<file path="src/rtl/if_id_buffer.sv">
// ---------------------------------------------------------------------------
// if_id_buffer
//
// Purpose:
//   An elastic buffer between the instruction-fetch stage and the decode
//   stage. Each accepted {PC+1, instruction} pair goes into a small circular
//   FIFO. The oldest pair is offered to decode through a valid/ready
//   handshake. Fetch is back-pressured through if_ready, so a decode stall
//   never loses an instruction. A flush (branch taken further down the pipe)
//   drops everything buffered and the pair fetch presents in that cycle.
//
// Parameters:
//   DEPTH           number of entries (power of two, minimum 2)
//
// Ports:
//   clk             rising-edge clock
//   rst             asynchronous reset, active low
//   flush           discard all buffered and incoming entries
//   if_valid        fetch presents a pair this cycle
//   if_pc           PC+1 from fetch
//   if_instruction  instruction word from fetch
//   if_ready        buffer can accept (fetch freezes while low)
//   id_valid        head entry valid toward decode
//   id_ready        decode accepts the head this cycle
//   id_pc           head entry PC+1 (0 while empty)
//   id_instruction  head entry instruction (0 / NOP while empty)
//   stall_cycles    refused-push cycle counter (IF_ID_PERF_EN only)
//   flush_count     flush cycle counter (IF_ID_PERF_EN only)
//
// Configuration macro:
//   IF_ID_PERF_EN   when defined, adds the stall_cycles and flush_count
//                   performance counters and their output ports.
// ---------------------------------------------------------------------------
module if_id_buffer #(
  parameter int DEPTH = 2
) (
  input  logic        clk,
  input  logic        rst,
  input  logic        flush,
  input  logic        if_valid,
  input  logic [31:0] if_pc,
  input  logic [31:0] if_instruction,
  output logic        if_ready,
  output logic        id_valid,
  input  logic        id_ready,
  output logic [31:0] id_pc,
  output logic [31:0] id_instruction
`ifdef IF_ID_PERF_EN
  ,
  output logic [31:0] stall_cycles,
  output logic [31:0] flush_count
`endif
);

  localparam int PTR_W = (DEPTH > 1) ? $clog2(DEPTH) : 1;
  localparam int CNT_W = PTR_W + 1;
  localparam logic [CNT_W-1:0] FULL_COUNT = CNT_W'(DEPTH);

  logic [63:0]      mem [DEPTH];
  logic [PTR_W-1:0] wr_ptr;
  logic [PTR_W-1:0] rd_ptr;
  logic [CNT_W-1:0] count;
  logic             push;
  logic             pop;
  logic [63:0]      head;

  // if_ready comes only from registered occupancy. A full buffer therefore
  // refuses a push even when decode pops in the same cycle. This keeps
  // id_ready out of the fetch freeze path.
  assign if_ready = (count != FULL_COUNT);
  assign id_valid = (count != '0);

  // Flush masks both handshakes. The dropped fetch pair never lands, and
  // decode never sees a pop in a flush cycle.
  assign push = if_valid & if_ready & ~flush;
  assign pop  = id_valid & id_ready & ~flush;

  // The head is read straight from the array. It is gated to zero while
  // the buffer is empty, so decode sees a NOP instead of stale storage.
  assign head           = mem[rd_ptr];
  assign id_pc          = id_valid ? head[63:32] : 32'h0;
  assign id_instruction = id_valid ? head[31:0]  : 32'h0;

  // Pointer and occupancy state. Because DEPTH is a power of two, the
  // pointers wrap on their own. Flush takes priority over everything else.
  always_ff @(posedge clk or negedge rst) begin
    if (!rst) begin
      wr_ptr <= '0;
      rd_ptr <= '0;
      count  <= '0;
    end else if (flush) begin
      wr_ptr <= '0;
      rd_ptr <= '0;
      count  <= '0;
    end else begin
      if (push) begin
        wr_ptr <= wr_ptr + PTR_W'(1);
      end
      if (pop) begin
        rd_ptr <= rd_ptr + PTR_W'(1);
      end
      case ({push, pop})
        2'b10:   count <= count + CNT_W'(1);
        2'b01:   count <= count - CNT_W'(1);
        default: count <= count;
      endcase
    end
  end

  // Storage is never cleared. Only the pointers define which slots are live,
  // so the array needs no reset.
  always_ff @(posedge clk) begin
    if (push) begin
      mem[wr_ptr] <= {if_pc, if_instruction};
    end
  end

`ifdef IF_ID_PERF_EN
  // A stall is a cycle where fetch has a pair but the buffer is full.
  // Flush cycles are excluded, because that pair is dropped anyway.
  always_ff @(posedge clk or negedge rst) begin
    if (!rst) begin
      stall_cycles <= 32'h0;
      flush_count  <= 32'h0;
    end else begin
      if (if_valid & ~if_ready & ~flush) begin
        stall_cycles <= stall_cycles + 32'h1;
      end
      if (flush) begin
        flush_count <= flush_count + 32'h1;
      end
    end
  end
`endif

endmodule

</file>
<file path="config.mk">
export PLATFORM = sky130hd
export DESIGN_NAME = if_id_buffer
export DESIGN_NICKNAME = d
export VERILOG_FILES = /design/src/rtl/if_id_buffer.sv
export SDC_FILE = /design/constraint.sdc
export NUM_CORES = 1
export LEC_CHECK = 0
export BUFFER_PORTS_ARGS = -buffer_cell sky130_fd_sc_hd__clkbuf_2
export CORE_AREA = 5 5 120 122
export CTS_CLUSTER_DIAMETER = 40
export DETAILED_ROUTE_END_ITERATION = 10
export DIE_AREA = 0 0 125 127
export GPL_TIMING_DRIVEN = 0
export PLACE_DENSITY = 0.62
export SLEW_MARGIN = 20
export SYNTH_ARGS = -nofsm -noshare
export SYNTH_HDL_FRONTEND = slang
export SYNTH_SLANG_ARGS = --single-unit
</file>
<file path="constraint.sdc">
create_clock -name clk -period 6.75 [get_ports clk]
set_input_delay 0.675 -clock clk [delete_from_list [all_inputs] [get_ports clk]]
set_output_delay 0.675 -clock clk [all_outputs]
set_load 0.05 [all_outputs]
</file>
==> run_results.csv <==
group,metric,value,unit
run_status,outcome,"finished, final reports clean",
die,rows,42,
die,design.core.area,13090,µm²
cells_and_area,diodes,0,
power_and_ir_drop,power_density,313.4,nW/µm²
timing,relSlewSlack,0.6995,
die,die_w,125,µm
drt,via_per_inst,4.551,
die,ios,135,
cells_and_area,drive_gt1_frac,0.4025,
cells_and_area,syn_to_final_growth,31.05,%
drt,wirelength,10000,µm
power_and_ir_drop,seq_power_share,0.455,
timing,post-route-period-util,0.3862,
clocking,cts_tree,"built",
global_route,grt_overflow,0,
drt,drt_first_pass_iters,4,
clocking,cts.path.max_buffers,2,
min_path,hp-class,"input port to asynchronous set/reset pin",
timing,fin_crit,2.607,ns
logic_synthesis,syn_avg_cell_area,16.94,µm²
logic_synthesis,ys_warn_count,0,
critical_path,cp-start-kind,"register",
logic_synthesis,syn_area,5032,µm²
clocking,cts.sink_count,132,
power_and_ir_drop,p_sw_frac,0.2527,
global_route,grt_pass1_wl,16040,µm
power_and_ir_drop,p_leak,2.541,nW
power_and_ir_drop,peakVddDrop,0.0001989,V
timing,fmax,383.6,MHz
critical_path,required,6.07,ns
power_and_ir_drop,total_power,2.067,mW
power_and_ir_drop,power_frac_comb,0.134,
timing,worstMarginPinSlew,0.4508,ns
drt,post_drt_wl_per_cell,15.32,µm
clocking,cts-htree-levels,4,
placement,portBuffers,134,
critical_path,critPathArrivalTime,1.93,ns
cells_and_area,design_area,6595,µm²
logic_synthesis,yosysSeqAreaShare,0.7837,
timing,clock_skew,0.009144,ns
clocking,cts_buffers,17,
power_and_ir_drop,p_int,1.545,mW
drt,drc,0,
placement,gp_congestion,0.7443,
global_route,grt_pass1_vias,3151,
timing,setup_viol,0,
critical_path,slowest_delay,0.43,ns
clocking,worstSkewPairLatency,0.41,ns
drt,drtAntennaViolNets,0,
critical_path,crit_path_end_kind,"output pin",
logic_synthesis,synth_cell_type_count,22,
critical_path,cp_slowest_cell,"dfrtp_1",
die,start_util,0.3846,
logic_synthesis,syn_inst,297,
global_route,grt_max_degree,17,
timing,whs,0.07269,ns
critical_path,crit_type,"register to output pin",
flow_run,cap_violations,0,
clocking,ctsHoldBuffers,0,
clocking,cts_setup_buffers,0,
power_and_ir_drop,switchingPower,0.5223,mW
die,die-area,15880,µm²
critical_path,crit_family,"buffers and inverters",
logic_synthesis,synth_seq_cells,132,
placement,placed_cell_area,6046,µm²
global_route,grt_usage,0.1304,
timing,final-hold-violation-count,0,
critical_path,cp_max_fo,10,
power_and_ir_drop,p_clk_frac,0.411,
global_route,antenna_found_initial,0,
clocking,cts_root_buf,"clkbuf_16",
drt,initialDrtViolationCount,99,
logic_synthesis,syn_nets,366,
timing,maxSlewViolCount,0,
die,dieHeight,127,µm
placement,hpwl,7276,µm
clocking,clk_pin_slew,0.05,ns
clocking,ctsResizeCount,0,
cells_and_area,nNetsFinal,533,
timing,rsz0062_at_grt,"false",
critical_path,crit_chain,"nor2_1 -> buf_2 -> buf_2 -> nor2_1 -> clkbuf_2",
drt,num_vias,2972,
critical_path,crit_buf_inv,3,
## registers in the layout, indices dropped and copies added (netlist names)
| signal | cells |
|---|---|
| count | 2 |
| mem | 128 |
| wr_ptr | 1 |
| rd_ptr | 1 |
## per-stage QoR
step / utilization / TNS [ns] / cells / setup WS (ns)
CTS: 0.5040 / 0 / 653 / 4.084
detailed placement: 0.4620 / 0 / 621 / 4.481
finish: 0.5040 / 0 / 653 / 4.143
floorplan: - / 0 / 297 / 0.4405
global route: 0.5040 / 0 / 653 / 3.978
global placement: 0.4527 / -252.20 / 607 / -2.257
## synthesized netlist by cell type (all sizes together)
library cell | instances | share of area
nor2 | 67 | 0.050
nand3 | 1 | 0.00099
nor3 | 1 | 0.00099
or4b | 1 | 0.0020
nand3b | 1 | 0.0015
nand2 | 2 | 0.0015
o21ai | 3 | 0.0030
clkbuf | 1 | 0.00075
a31oi | 1 | 0.0012
nor2b | 1 | 0.0012
edfxtp | 128 | 0.76
a21oi | 2 | 0.0020
or3 | 1 | 0.0015
nor3b | 1 | 0.0015
xor2 | 1 | 0.0017
dfrtp | 4 | 0.020
buf | 13 | 0.015
mux2i | 64 | 0.13
a22oi | 1 | 0.0015
inv | 3 | 0.0022
## area by class of cell
cell class / count / area (µm²)
well taps: 176 / 220.2
flip-flops and latches: 132 / 3944
multi-input cells: 148 / 1006
plain buffers: 14 / 81.33
repair buffers: 148 / 783.3
clock inverters: 13 / 116.4
fillers: 1156 / 6490
clock buffers: 19 / 432.9
inverters: 3 / 11.26
## power by group through the flow
| stage | clock network (mW) | registers, mW | logic (mW) |
|---|---|---|---|
| floorplan | 0 | 0.960 | 0.197 |
| global placement | 0 | 0.963 | 0.272 |
| detailed placement | 0 | 0.957 | 0.283 |
| CTS | 0.868 | 0.940 | 0.283 |
| global route | 0.913 | 0.942 | 0.298 |
| finish | 0.849 | 0.940 | 0.278 |
## cells in the final DEF (no fill, tap or decap), types with 2 or more instances in the layout
| master | count |
|---|---|
| clkbuf_2 | 134 |
| edfxtp_1 | 128 |
| nor2_1 | 67 |
| mux2i_1 | 64 |
| buf_4 | 17 |
| clkbuf_16 | 17 |
| buf_2 | 8 |
| clkinv_2 | 6 |
| dfrtp_1 | 4 |
| clkbuf_1 | 3 |
| o21ai_0 | 3 |
| clkinv_1 | 3 |
| inv_1 | 2 |
| nand2_1 | 2 |
| a21oi_1 | 2 |
| bufinv_16 | 2 |
| clkinvlp_4 | 2 |
| buf_6 | 2 |
## path summary, 6_finish.rpt
check                      cells past startpoint  slack (ns)              endpoint                  from
max                                            5        4.14             id_pc[10]  count[0]$_DFFE_PN0P_
max reg2reg                                    7        4.66  mem[1][58]$_DFFE_PP_  count[1]$_DFFE_PN0P_
min in group clk                               1        0.45  mem[0][19]$_DFFE_PP_    if_instruction[19]
min                                            1        0.07  count[0]$_DFFE_PN0P_                   rst
max in group asynchronous                      1        6.55  count[1]$_DFFE_PN0P_                   rst
min reg2reg                                    2        0.60    wr_ptr$_DFFE_PN0P_    wr_ptr$_DFFE_PN0P_
## routing by layer
metal,GRT usage,part of all wire
met1,0.1506,0.41
met2,0.2158,0.50
met3,0.05509,0.071
met4,0.05357,0.018
met5,0,0
## logic make-up after synthesis
family	after synthesis	share of synthesized area
compound gates	7	0.007708
xor+xnor	1	0.001741
buf+inv	17	0.01840
flops	132	0.7837
mux	64	0.1273
simple gates	76	0.06116
Note: power is estimated with default switching activity, not from simulation.
